`config.mk`:
```
export PLATFORM = sky130hd
export DESIGN_NAME = regfile_wb_arbiter
export DESIGN_NICKNAME = d
export VERILOG_FILES = /design/src/rtl/regfile_wb_arbiter.sv
export SDC_FILE = /design/constraint.sdc
export NUM_CORES = 1
export LEC_CHECK = 0
export BUFFER_PORTS_ARGS = -buffer_cell sky130_fd_sc_hd__buf_2
export CAP_MARGIN = 20
export CORE_UTILIZATION = 40
export CTS_CLUSTER_SIZE = 10
export DETAILED_ROUTE_END_ITERATION = 16
export PLACE_DENSITY = 0.81
export SLEW_MARGIN = 10
export SYNTH_ARGS = -nofsm -noshare
export SYNTH_HDL_FRONTEND = slang
export SYNTH_SLANG_ARGS = --single-unit
```
`constraint.sdc`:
```
create_clock -name i_clk -period 4.3 [get_ports i_clk]
set_clock_uncertainty 0.2 [all_clocks]
set_input_delay 0.43 -clock i_clk [delete_from_list [all_inputs] [get_ports i_clk]]
set_output_delay 0.43 -clock i_clk [all_outputs]
set_load 0.05 [all_outputs]
```
`src/rtl/regfile_wb_arbiter.sv`:
```
// Shares the register file write port between the single-cycle writeback (s0) and the
// multi-cycle writeback (s1), and tracks registers that still have a multi-cycle write pending.
module regfile_wb_arbiter #(
  parameter int unsigned MAX_WAIT = 4
) (
  input  logic        i_clk,
  input  logic        i_reset,
  input  logic        i_s0_valid,
  output logic        o_s0_ready,
  input  logic [4:0]  i_s0_addr,
  input  logic [31:0] i_s0_data,
  input  logic        i_s1_valid,
  output logic        o_s1_ready,
  input  logic [4:0]  i_s1_addr,
  input  logic [31:0] i_s1_data,
  input  logic        i_mark_valid,
  input  logic [4:0]  i_mark_addr,
  input  logic [4:0]  i_rs1_addr,
  input  logic [4:0]  i_rs2_addr,
  output logic        o_rs1_busy,
  output logic        o_rs2_busy,
  output logic [31:0] o_busy_vec,
  output logic [4:0]  o_rd_addr,
  output logic [31:0] o_rd_data,
  output logic        o_rd_wren
);

  localparam int unsigned CW = $clog2(MAX_WAIT + 1);
  localparam logic [CW-1:0] MAX_WAIT_C = CW'(MAX_WAIT);

  logic [CW-1:0] wait_cnt_q, wait_cnt_d;
  logic          s1_prio, s0_gnt, s1_gnt, gnt_any;
  logic [4:0]    gnt_addr;
  logic [31:0]   gnt_data;
  logic [4:0]    rd_addr_q, rd_addr_d;
  logic [31:0]   rd_data_q, rd_data_d;
  logic          rd_wren_q, rd_wren_d;
  logic [31:0]   busy_q, busy_d;

  // Readies are masked by reset so nothing handshakes while the block is held in reset.
  always_comb begin
    s1_prio  = i_s1_valid && (wait_cnt_q == MAX_WAIT_C);
    s1_gnt   = i_reset && i_s1_valid && (s1_prio || !i_s0_valid);
    s0_gnt   = i_reset && i_s0_valid && !s1_prio;
    gnt_any  = s0_gnt || s1_gnt;
    gnt_addr = s1_gnt ? i_s1_addr : i_s0_addr;
    gnt_data = s1_gnt ? i_s1_data : i_s0_data;
  end

  assign o_s0_ready = s0_gnt;
  assign o_s1_ready = s1_gnt;

  always_comb begin
    wait_cnt_d = wait_cnt_q;
    if (!i_s1_valid || s1_gnt) begin
      wait_cnt_d = '0;
    end else if (wait_cnt_q != MAX_WAIT_C) begin
      wait_cnt_d = wait_cnt_q + CW'(1);
    end
  end

  always_comb begin
    rd_addr_d = rd_addr_q;
    rd_data_d = rd_data_q;
    rd_wren_d = 1'b0;
    if (gnt_any) begin
      rd_addr_d = gnt_addr;
      rd_data_d = gnt_data;
      rd_wren_d = (gnt_addr != 5'd0);
    end
  end

  // A set on the same edge as the clear wins: a new producer was just issued.
  assign busy_d[0] = 1'b0;
  generate
    for (genvar gi = 1; gi < 32; gi++) begin : g_busy
      always_comb begin
        busy_d[gi] = (i_mark_valid && (i_mark_addr == 5'(gi))) ||
                     (busy_q[gi] && !(rd_wren_q && (rd_addr_q == 5'(gi))));
      end
    end
  endgenerate

  always_ff @(posedge i_clk or negedge i_reset) begin
    if (!i_reset) begin
      wait_cnt_q <= '0;
      rd_addr_q  <= '0;
      rd_data_q  <= '0;
      rd_wren_q  <= 1'b0;
      busy_q     <= '0;
    end else begin
      wait_cnt_q <= wait_cnt_d;
      rd_addr_q  <= rd_addr_d;
      rd_data_q  <= rd_data_d;
      rd_wren_q  <= rd_wren_d;
      busy_q     <= busy_d;
    end
  end

  assign o_rd_addr  = rd_addr_q;
  assign o_rd_data  = rd_data_q;
  assign o_rd_wren  = rd_wren_q;
  assign o_busy_vec = busy_q;
  assign o_rs1_busy = busy_q[i_rs1_addr];
  assign o_rs2_busy = busy_q[i_rs2_addr];

endmodule

```
# Yosys cells after proc, flatten, opt, wreduce, memory -nomap -nowiden
# Cells that the tools add are included.
# Widths: inputs -> output; s select.
[op_classes]
n_addsub = 1
n_lt_le_gt_ge = 2
eq_ne = 64
mux = 9
reduce_logical = 168
[ops]
columns = ["operator", "count"]
rows = [
  ["$eq 5x5->1 const B", 32],
  ["$logic_and 1x1->1", 98],
  ["$eq 5x4->1 const B", 16],
  ["$eq 5x3->1 const B", 8],
  ["$logic_not 1->1", 34],
  ["$logic_or 1x1->1", 34],
  ["$mux 32", 1],
  ["$eq 5x2->1 const B", 4],
  ["$lt 5x6->1 const B", 2],
  ["$bmux 1 s5", 2],
  ["$eq 5x1->1 const B", 2],
  ["$mux 3", 2],
  ["$mux 5", 1],
  ["$reduce_bool 5->1", 1],
  ["$add 3x1->3 const B", 1],
  ["$eq 3x3->1 const B", 1],
  ["$mux 1", 3],
  ["$ne 3x3->1 const B", 1],
  ["$reduce_bool 2->1", 1],
]
[totals]
reg_bits = 72
inputBits = 94
output_inout_bits = 74
word_cells = 249

# Depth between registers and ports, before layout
# Gate-level depths: netlist of run 1.
[depth]
word_depth = 7
depth_mapped = 7
mapped_depth_nobuf = 6

# Worst setup path after synthesis of run 1
# No wires, ideal clock.
[synth_timing]
kind = "register to output"
startpoint = "reg busy_q[21], in the netlist o_busy_vec[21]"
endpoint = "out o_rs1_busy"
t_arrival_ns = 1.927
t_required_ns = 3.670
slack_ns = 1.743
stages_incl_launch_ff = 5
n_path_buf = 0
cell_sequence = "dfrtp_1 > mux4_1 > mux2_2 > nand3b_1 > nand4_1"
[synth_between]
elab_chain_cells = 2
[synth_lines]
columns = ["element", "line", "text"]
rows = [
  ["from (decl)", "38", "logic [31:0] busy_q, busy_d;"],
  ["from (signal assigned)", "96", "busy_q <= busy_d;"],
  ["$bmux 1 s5", "104", "assign o_rs1_busy = busy_q[i_rs1_addr];"],
  ["$mux 1 (implied by the code)", "104", ""],
  ["to (decl)", "20", "output logic o_rs1_busy,"],
]
# Every way passes these cells. The select of a mux whose other input is x is not followed.

# Worst setup path after layout of run 1
[layout_timing]
startpoint = "reg wait_cnt_q[0]"
endpoint = "out o_s1_ready"
[layout_between]
elab_chain_cells = 4
[layout_lines]
columns = ["element", "line", "text"]
rows = [
  ["from (decl)", "31", "logic [CW-1:0] wait_cnt_q, wait_cnt_d;"],
  ["from (signal assigned)", "92", "wait_cnt_q <= wait_cnt_d;"],
  ["$eq 3x3->1", "42", "s1_prio = i_s1_valid && (wait_cnt_q == MAX_WAIT_C);"],
  ["$logic_and 1x1->1", "42", ""],
  ["$logic_or 1x1->1", "43", "s1_gnt = i_reset && i_s1_valid && (s1_prio || !i_s0_valid);"],
  ["$logic_and 1x1->1", "43", ""],
  ["to (decl)", "13", "output logic o_s1_ready,"],
]
# Every way passes these cells.

==> results.py, run 1 <==
metrics = {
    "outcome": {
        "outcome": "complete, no violations",
    },
    "synth": {
        "ys_seq_elements": 72,
        "syn_area_sq_um": 3850,
        "synthesis.nets": 489,
        "ys_async_sr_fraction_pct": 100,
        "synthCells": 393,
        "yosysUniqueCellTypes": 40,
        "synthFlopType": "dfrtp_1",
        "yosys_warnings": 0,
        "ys_seq_area_share_pct": 46.8,
        "synth_edf_count": 0,
        "avgSynthCellArea_sq_um": 9.79,
    },
    "floorplan": {
        "die_area_sq_um": 10000,
        "die_h_microns": 100,
        "die_w_microns": 100,
        "start_util_pct": 41.4,
        "core_sq_um": 9280,
        "ios": 168,
        "row_count": 35,
    },
    "setup_path": {
        "cpMaxStageDelayCell": "a21oi_4",
        "path_class": "reg -> out",
        "r2r_setup_slack_ps": 1840,
        "critPathLaunch": "wait_cnt_q[0]",
        "reg2reg_from": "wait_cnt_q[0]",
        "cp_cell_sequence": "inv_1 -> ha_1 -> nand2_1 -> a21oi_4 -> buf_2",
        "arrival_ps": 2140,
        "crit_buf_inv": 2,
        "required_ps": 3670,
        "rr_endpoint": "o_rd_wren",
        "cp-end-kind": "output pin",
        "critPathMaxStageDelay_ps": 560,
        "endpoint": "o_s1_ready",
        "crit_family": "compound AO/OA/AOI/OAI gates",
        "path_max_fanout": 15,
        "reg2reg_depth": 7,
        "path_depth": 5,
        "start_kind": "flip-flop",
    },
    "clock_network": {
        "clock-sinks": 72,
        "insertion_delay_ps": 340,
        "htreeDepth": 3,
        "cts-root-buf": "clkbuf_8",
        "postCtsSetupBuffers": 0,
        "cts_buffers": 9,
        "cts_resized": 0,
        "clk_path_buf_depth": 2,
        "tritoncts": "yes",
        "clk_pin_slew_ps": 80,
        "hold_buffers": 0,
    },
    "power": {
        "fin_total_pwr_mw": 2.67,
        "p_per_area_nw_per_um2": 536,
        "p_leak_nw": 2.24,
        "peakVddDrop_uv": 209,
    },
    "sta": {
        "worstMarginPinSlew_ps": 939,
        "timing.final.crit_share_pct": 64.4,
        "fmax_ghz": 0.361,
        "slew_headroom_pct": 37.4,
        "rsz0062_at_grt": "no",
        "tns_ps": 0,
        "setup_viol": 0,
        "hold_viol_final": 0,
        "min_period_ps": 2770,
        "layout_setup_ws_ps": 1530,
        "finalMaxSlewViolations": 0,
    },
    "global_route": {
        "grt_pass1_wl_microns": 17800,
        "grt_pass1_vias": 3604,
        "antenna_found_initial": 0,
        "grt_max_degree": 77,
        "track_usage_pct": 22.7,
        "gr-total-overflow": 0,
    },
    "placed_design": {
        "dp.cells": 673,
        "dp_hpwl_microns": 8560,
        "routabilityCongestion": 0.836,
        "portBuffers": 166,
        "dp_slack_ps": 1770,
    },
    "routing": {
        "drt-total-wl_microns": 10900,
        "drtIter0Drc": 230,
        "dr_total_vias": 3707,
        "dr.pass1.iters": 5,
        "drc_errors": 0,
        "ant_nets": 0,
        "vias_per_cell": 5.38,
        "routedWlPerCell_microns": 15.8,
    },
    "flow_run": {
        "maxCapViolCount": 0,
    },
    "layout": {
        "drive_above_1_share_pct": 34.3,
        "antennaDiodeCount": 0,
        "mostFrequentLayoutCell": "buf_2",
        "instances_no_fill": 689,
        "syn2layout_area_growth_pct": 29.3,
        "nets": 651,
        "final_cell_mix": "165 x buf_2, 72 x dfrtp_1, 64 x o21ai_0, 55 x mux2i_1, 50 x nand2_1",
    },
    "worst_hold_path": {
        "hp-class": "in -> async",
    },
}
synthesized netlist by cell type (2+ instances only):
cell type  count  area [sq um]
dfrtp_1       72          1800
o21ai_0       65           325
mux2i_1       55           551
nand2_1       50           188
o21ai_1       37           185
nand3_1       16          80.1
nand2b_1      11          68.8
nor2_1         9          33.8
nor2b_1        9          56.3
a21oi_1        5          25.0
buf_2          5          25.0
buf_4          5          37.5
clkbuf_1       5          18.8
a22oi_1        4          30.0
inv_1          4          15.0
nand4_1        4          25.0
buf_1          3          11.3
mux4_1         3          78.8
mux4_2         3          67.6
nor3_1         3          15.0
ha_1           2          25.0
nand3b_1       2          15.0
nand4b_1       2          17.5
or2_2          2          12.5
or4_1          2          15.0
sequential cells by signal, summed over array words and instances, names as in the netlist:
signal and flops:
o_rd_addr 5, o_busy_vec 31, wait_cnt_q 3, o_rd_data 32
o_rd_wren 1
cell families after synthesis:
logic type	Yosys count	share of synthesized area [%]
adder cells (fa/ha/maj)	2	0.651
AND/OR/NAND/NOR	113	14.2
other	1	0.0975
buffers and inverters	23	3.09
AO/OA/AOI/OAI	119	16.4
multiplexers	63	18.7
flip-flops	72	46.8
report_power, final:
group	switching, mW	leakage [nW]	internal, mW	total, mW
logic	0.851	1.32	0.306	1.16
registers	0.162	0.827	0.830	0.993
clock network	0.248	0.0973	0.269	0.516
total	1.26	2.24	1.40	2.67
worst min-delay path by stage:
stage                     cells past startpoint        endpoint          start  slack (ps)
after floorplan                               0  o_busy_vec[10]        i_reset         -70
after global placement                        2   o_rd_data[23]  o_rd_data[23]         260
after detailed placement                      2   o_rd_data[25]  o_rd_data[25]         270
after CTS                                     3   o_rd_data[15]  i_s0_data[15]         140
after global routing                          3   o_rd_data[24]  i_s0_data[24]         160
final                                         2   o_rd_data[24]        i_reset         140
layer usage:
layer	routed length (microns)	global-route usage [%]	vias up
li1	-	-	1755
met1	4700	29.9	1752
met2	5300	39.6	188
met3	816	2.99	12
met4	102	6.02	0
met5	0	0	-
area by class of cell:
| class | count | area [sq um] |
|---|---|---|
| well taps | 129 | 161 |
| repair buffers | 170 | 863 |
| clock inverters | 5 | 57.6 |
| fillers | 867 | 4310 |
| clock buffers | 11 | 131 |
| multi-input cells | 298 | 1940 |
| inverters | 4 | 15.0 |
| flip-flops and latches | 72 | 1800 |
metrics by stage:
| stage | cell area, sq um | hold slack [ps] | utilization, % |
|---|---|---|---|
| after floorplan | 3850 | -65.6 | - |
| after global placement | 4790 | 261 | 51.5 |
| after detailed placement | 4790 | 270 | 51.5 |
| after CTS | 4970 | 144 | 53.6 |
| after global routing | 4970 | 159 | 53.6 |
| final | 4970 | 144 | 53.6 |
No activity file was read; power rests on OpenSTA's default activity.
==> run 2: changes to the inputs <==
--- a/config.mk
+++ b/config.mk
@@ -5,12 +5,13 @@
 export SDC_FILE = /design/constraint.sdc
 export NUM_CORES = 1
 export LEC_CHECK = 0
+export ABC_AREA = 1
 export BUFFER_PORTS_ARGS = -buffer_cell sky130_fd_sc_hd__buf_2
 export CAP_MARGIN = 20
 export CORE_UTILIZATION = 40
 export CTS_CLUSTER_SIZE = 10
 export DETAILED_ROUTE_END_ITERATION = 16
-export PLACE_DENSITY = 0.81
+export PLACE_DENSITY = 0.83
 export SLEW_MARGIN = 10
 export SYNTH_ARGS = -nofsm -noshare
 export SYNTH_HDL_FRONTEND = slang
==> constraint.sdc (replaced) <==
create_clock -name i_clk -period 2.4 [get_ports i_clk]
set_clock_uncertainty 0.2 [all_clocks]
set_input_delay 0.24 -clock i_clk [delete_from_list [all_inputs] [get_ports i_clk]]
set_output_delay 0.24 -clock i_clk [all_outputs]
set_load 0.05 [all_outputs]
==> run 2 against run 1 <==
Via count up 18%. Global-route usage is 0.24 points higher. Sequential power increased by 93%. Hold slack got worse by 130 ps. Synthesized cell count rose by 44%. Worst setup slack lost 1400 ps. Non-clock buffer count rose by 4. First-iteration DRC count fell by 17%. Area after synthesis increased by 6.4%. Critical path type unchanged. Die area rose by 6.2%. Total power is 100% higher.
==> results.py, run 2 <==
metrics = {
    "setup_path": {
        "required_ps": 1960,
        "path_depth": 7,
        "cp-end-kind": "output pin",
        "cp_cell_sequence": "inv_1 -> ha_1 -> nand3_2 -> nand2_4 -> nand2_2 -> inv_4 -> buf_2",
        "path_class": "reg -> out",
        "critPathLaunch": "wait_cnt_q[0]",
        "cpMaxStageDelayCell": "dfrtp_1",
        "critPathMaxStageDelay_ps": 410,
        "rr_endpoint": "o_rd_wren",
        "reg2reg_from": "wait_cnt_q[0]",
        "start_kind": "flip-flop",
        "r2r_setup_slack_ps": 370,
        "path_max_fanout": 19,
        "reg2reg_depth": 11,
        "arrival_ps": 1810,
        "crit_family": "buffers and inverters",
        "endpoint": "o_s1_ready",
        "crit_buf_inv": 3,
    },
    "synth": {
        "ys_seq_area_share_pct": 44.0,
        "avgSynthCellArea_sq_um": 7.25,
        "synth_area_leaders": "dfrtp_1 44%, nand2_1 19%, nand3_1 11%",
        "synth_area_leader_cell": "dfrtp_1",
        "synth_top_cell_area_share_pct": 44.0,
        "yosysMostFrequentCell": "nand2_1",
        "ys_top_cells_by_count": "205 x nand2_1, 86 x nand3_1, 72 x dfrtp_1",
        "synthCells": 564,
        "syn_area_sq_um": 4090,
        "synth_edf_count": 0,
        "yosysUniqueCellTypes": 21,
        "synthFlopType": "dfrtp_1",
        "yosys_warnings": 0,
        "ys_async_sr_fraction_pct": 100,
        "ys_seq_elements": 72,
        "synthesis.nets": 660,
    },
    "sta": {
        "finalMaxSlewViolations": 0,
        "min_period_ps": 2250,
        "timing.final.crit_share_pct": 93.8,
        "worstMarginPinSlew_ps": 517,
        "rsz0062_at_grt": "no",
        "tns_ps": 0,
        "fmax_ghz": 0.444,
        "layout_setup_ws_ps": 149,
        "hold_viol_final": 0,
        "setup_viol": 0,
        "slew_headroom_pct": 65.5,
    },
    "placed_design": {
        "portBuffers": 166,
        "dp_hpwl_microns": 9120,
        "dp_slack_ps": 390,
        "routabilityCongestion": 0.847,
    },
    "floorplan": {
        "row_count": 36,
        "core_sq_um": 9860,
        "ios": 168,
        "start_util_pct": 41.5,
        "die_h_microns": 103,
        "die_w_microns": 103,
        "die_area_sq_um": 10600,
    },
    "global_route": {
        "grt_pass1_vias": 3911,
        "antenna_found_initial": 0,
        "gr-total-overflow": 0,
        "met1_usage_pct": 28.0,
        "gr-usage-met3_pct": 5.15,
        "grt.met2_usage_pct": 37.9,
        "track_usage_pct": 23.0,
        "grt_max_degree": 65,
        "grt_pass1_wl_microns": 18600,
        "grt.busiest_layer": "met2",
    },
    "power": {
        "peakVddDrop_uv": 617,
        "pwr-share-comb_pct": 47.0,
        "p_per_area_nw_per_um2": 1040,
        "internal_power_mw": 2.64,
        "power.share.clock_pct": 17.2,
        "seqPwrFrac_pct": 35.8,
        "p_leak_nw": 2.64,
        "power_switching_mw": 2.73,
        "swShare_pct": 50.9,
    },
    "layout": {
        "largest_register_ffs": 32,
        "nFillCells": 979,
        "multi_input_area_sq_um": 1930,
        "seqCellArea_sq_um": 1800,
        "drive_above_1_share_pct": 26.4,
        "mostFrequentLayoutCell": "nand2_1",
        "final_cell_mix": "204 x nand2_1, 165 x buf_2, 86 x nand3_1, 72 x dfrtp_1, 68 x o21ai_0",
        "syn2layout_area_growth_pct": 26.3,
        "nets": 817,
        "antennaDiodeCount": 0,
    },
    "routing": {
        "drc_errors": 0,
        "vias_per_cell": 5.11,
        "drt-total-wl_microns": 11800,
        "ant_nets": 0,
        "dr.pass1.iters": 5,
        "drtIter0Drc": 190,
        "routedWlPerCell_microns": 13.7,
        "dr_total_vias": 4389,
    },
    "clock_network": {
        "clk_pin_slew_ps": 80,
        "postCtsSetupBuffers": 0,
        "tritoncts": "yes",
        "cts-root-buf": "clkbuf_8",
        "clk_path_buf_depth": 2,
        "cts_buffers": 9,
        "clock-sinks": 72,
        "insertion_delay_ps": 350,
        "htreeDepth": 3,
    },
    "outcome": {
        "outcome": "complete, no violations",
    },
    "worst_hold_path": {
        "hp-class": "in -> reg",
        "min_path_cells": 4,
        "worstHoldStart": "i_s0_data[31]",
    },
    "flow_run": {
        "maxCapViolCount": 0,
    },
}
-- run 2: cell count changes in the layout (fill, tap and decap cells not counted), sizes merged, moves of 9 or more --
| cell | change |
|---|---|
| nand2b | -11 |
| inv | +42 |
| mux2i | -55 |
| nor2b | -9 |
| nand3 | +71 |
| o21ai | -31 |
| o21a | +32 |
| nand2 | +157 |
-- run 2: final cells by class --
type | count | share of cell area [%]
Clock buffer | 12 | 2.62
Clock inverter | 4 | 0.872
Inverter | 46 | 3.39
Multi-Input combinational cell | 418 | 37.4
Sequential cell | 72 | 34.9
Tap cell | 133 | 3.22
Timing Repair Buffer | 174 | 17.6
-- run 2: power by group through the flow --
stage,Combinational [mW],Sequential (mW),Clock [mW]
after floorplan,0.706,3.02,0
after global placement,2.48,1.93,0
after detailed placement,2.52,1.93,0
after CTS,2.53,1.91,0.935
after global routing,2.73,1.96,0.983
final,2.52,1.92,0.926
-- run 2: cells by family (layout without fill, tap and decap cells) --
family / after synthesis / after routing / synth area share (%)
adder cells (fa/ha/maj): 2 / 2 / 0.612
buffers and inverters: 74 / 236 / 8.78
other: 1 / 1 / 0.0917
XOR/XNOR: 1 / 1 / 0.214
flip-flops: 72 / 72 / 44.0
AO/OA/AOI/OAI: 104 / 104 / 14.7
AND/OR/NAND/NOR: 310 / 310 / 31.6
-- run 2: worst min path at each step --
stage / end / slack, ps
after global routing: o_rd_data[31] / 30
final: o_rd_data[31] / 20
after CTS: o_rd_data[31] / 3
after detailed placement: o_rd_data[25] / 120
after global placement: o_rd_data[4] / 120
after floorplan: o_busy_vec[10] / -260
-- run 2: worst register-to-register path, cell delays in order (launching register included) --
cell     delay [ps]
dfrtp_1         390
inv_1            60
ha_1            200
nand3_2          90
nand2_4          70
nand2_2         180
buf_4           360
nand2_1          90
nand2_1          80
nand3_1          70
nor2_1           90
nor2_1           40
-- run 2: metal layers --
| layer | up-vias | share of wire (%) |
|---|---|---|
| met2 | 246 | 46 |
| met1 | 1966 | 41 |
| li1 | 2145 | - |
| met3 | 32 | 9.2 |
| met4 | 0 | 3.6 |
| met5 | - | 0 |
-- run 2: per-stage QoR --
| stage | power [mW] | hold slack [ps] | util (%) | cell area, sq um | instances |
|---|---|---|---|---|---|
| global route | 5.68 | 27.3 | 52.4 | 5170 | 859 |
| detailed placement | 4.45 | 122 | 50.3 | 4960 | 841 |
| global placement | 4.40 | 120 | 50.3 | 4960 | 841 |
| floorplan | 3.72 | -256 | - | 4090 | 564 |
| CTS | 5.37 | 3.24 | 52.4 | 5160 | 859 |
| finish | 5.37 | 16.3 | 52.4 | 5170 | 859 |
-- run 2: repair_timing --
| item | 4_1_cts | 5_1_grt |
|---|---|---|
| hold buffers | 2 | 0 |
| resized for setup | 0 | 2 |
| setup endpoints to repair | 0 | 1 |
| endpoints found under the hold margin | 33 | 0 |
==> run 3: changes to the inputs <==
--- a/config.mk
+++ b/config.mk
@@ -5,13 +5,12 @@
 export SDC_FILE = /design/constraint.sdc
 export NUM_CORES = 1
 export LEC_CHECK = 0
-export ABC_AREA = 1
 export BUFFER_PORTS_ARGS = -buffer_cell sky130_fd_sc_hd__buf_2
 export CAP_MARGIN = 20
 export CORE_UTILIZATION = 40
 export CTS_CLUSTER_SIZE = 10
 export DETAILED_ROUTE_END_ITERATION = 16
-export PLACE_DENSITY = 0.83
+export PLACE_DENSITY = 0.84
 export SLEW_MARGIN = 10
 export SYNTH_ARGS = -nofsm -noshare
 export SYNTH_HDL_FRONTEND = slang
==> run 3 against run 2 <==
Core utilization is 11 points higher. Wire length grew 26%. Design area is 14% higher. Critical path type unchanged. Flip-flop and latch count unchanged. Cell count down 9.4%. Non-clock buffer count is 86 higher. Count of clock-buffer cells in the layout fell by 1. Register-to-register slack worse by 270 ps. Combinational power down 5%.
==> results.py, run 3 (synthesis gave the netlist of run 1 again) <==
metrics = {
    "global_route": {
        "grt_pass1_wl_microns": 22600,
        "track_usage_pct": 29.8,
        "grt_max_degree": 56,
        "grt_pass1_vias": 4300,
        "gr-total-overflow": 0,
        "antenna_found_initial": 0,
    },
    "flow_run": {
        "maxCapViolCount": 0,
    },
    "routing": {
        "drt-met1-wl_microns": 5820,
        "top_layer": "met4",
        "drtIter0Drc": 225,
        "met3_length_microns": 1340,
        "dr.pass1.iters": 5,
        "routedWlPerCell_microns": 19.2,
        "wl_met2_microns": 7270,
        "drt-total-wl_microns": 14900,
        "vias_per_cell": 5.62,
        "dr_total_vias": 4369,
        "drc_errors": 0,
        "ant_nets": 0,
    },
    "layout": {
        "nFillCells": 717,
        "instances_no_fill": 778,
        "mostFrequentLayoutCell": "buf_2",
        "nets": 741,
        "drive_above_1_share_pct": 33.0,
        "antennaDiodeCount": 0,
        "final_cell_mix": "162 x buf_2, 75 x dlygate4sd3_1, 72 x dfrtp_1, 64 x o21ai_0, 55 x mux2i_1",
        "largest_register_ffs": 32,
        "syn2layout_area_growth_pct": 53.8,
    },
    "sta": {
        "timing.final.crit_share_pct": 97.3,
        "finalMaxSlewViolations": 0,
        "tns_ps": 0,
        "setup_viol": 0,
        "worstMarginPinSlew_ps": 629,
        "rsz0062_at_grt": "yes",
        "fmax_ghz": 0.428,
        "hold_viol_final": 0,
        "slew_headroom_pct": 58.1,
        "min_period_ps": 2340,
    },
    "setup_path": {
        "critPathLaunch": "o_busy_vec[19]",
        "reg2reg_from": "wait_cnt_q[1]",
        "arrival_ps": 1900,
        "cpMaxStageDelayCell": "mux4_2",
        "crit_family": "multiplexers",
        "crit_buf_inv": 1,
        "path_class": "reg -> out",
        "critPathMaxStageDelay_ps": 480,
        "start_kind": "flip-flop",
        "required_ps": 1960,
        "cp_cell_sequence": "mux4_2 -> mux2_4 -> nand3b_1 -> nand4_1 -> buf_6",
        "path_max_fanout": 4,
        "cp-end-kind": "output pin",
    },
    "clock_network": {
        "cts_buffers": 9,
        "insertion_delay_ps": 350,
        "clk_path_buf_depth": 2,
        "cts-root-buf": "clkbuf_8",
        "clk_pin_slew_ps": 80,
        "clock-sinks": 72,
        "htreeDepth": 3,
        "tritoncts": "yes",
    },
    "floorplan": {
        "ios": 168,
        "core_sq_um": 9280,
        "start_util_pct": 41.4,
        "die_w_microns": 100,
        "die_area_sq_um": 10000,
        "row_count": 35,
        "die_h_microns": 100,
    },
    "power": {
        "internal_power_mw": 2.74,
        "p_per_area_nw_per_um2": 863,
        "peakVddDrop_uv": 403,
        "fin_total_pwr_mw": 5.11,
        "seqPwrFrac_pct": 34.8,
        "p_leak_nw": 2.66,
        "power.share.clock_pct": 18.4,
        "power_switching_mw": 2.36,
        "pwr-share-comb_pct": 46.9,
        "swShare_pct": 46.2,
    },
    "placed_design": {
        "portBuffers": 166,
        "dp.cells": 676,
        "dp_hpwl_microns": 8850,
        "routabilityCongestion": 0.811,
    },
    "outcome": {
        "outcome": "complete, no violations",
    },
    "worst_hold_path": {
        "hp-class": "in -> async",
    },
}
==> run 3: metrics by stage <==
| step | hold slack [ps] | cell area (sq um) | worst slack, ps | util [%] |
|---|---|---|---|---|
| 2_1_floorplan | -256 | 3850 | 32.6 | - |
| 3_3_place_gp | -153 | 4850 | 330 | 52.2 |
| 3_5_place_dp | -151 | 4850 | 214 | 52.2 |
| 4_1_cts | 1.27 | 5840 | 11.1 | 62.9 |
| 5_1_grt | 43.9 | 5910 | -9.97 | 63.7 |
| 6_report | 44.6 | 5910 | 63.7 | 63.7 |
==> run 3: path summary, 6_finish.rpt <==
kind,end,cells past startpoint,slack (ps)
hold reg to reg,o_rd_data[7],2,290
setup reg to reg,o_rd_data[29],7,100
hold / removal,o_rd_data[27],2,40
setup / recovery,o_rs1_busy,5,60
min in group i_clk,o_busy_vec[23],3,90
max in group asynchronous,o_rd_data[21],4,770
==> run 3: final cells by class <==
cell class              instances  area, sq um  share of cell area [%]
repair buffers                260         1790                    30.3
clock buffers                  11          141                    2.39
well taps                     129          161                    2.73
clock inverters                 4         45.0                   0.762
flip-flops and latches         72         1800                    30.5
inverters                       4         15.0                   0.254
multi-input cells             298         1960                    33.1
==> run 3: power by group through the flow <==
stage               Clock (mW)  Sequential (mW)  Combinational, mW
global placement             0             1.77               2.04
detailed placement           0             1.80               2.09
finish                   0.937             1.77               2.39
floorplan                    0             2.67              0.555
global route             0.995             1.81               2.53
CTS                      0.952             1.76               2.26
==> run 3: what timing repair did <==
item,4_1_cts,5_1_grt
hold buffers,75,0
buffers inserted,7,5
hold endpoints to repair,85,0
resized for setup,2,15
setup endpoints to repair,2,9
pin swaps,1,4
==> run 3: metal layers <==
layer | vias to the layer above | GRT usage, %
li1 | 1926 | -
met1 | 2113 | 37.0
met2 | 281 | 49.7
met3 | 49 | 5.99
met4 | 0 | 14.8
met5 | - | 0
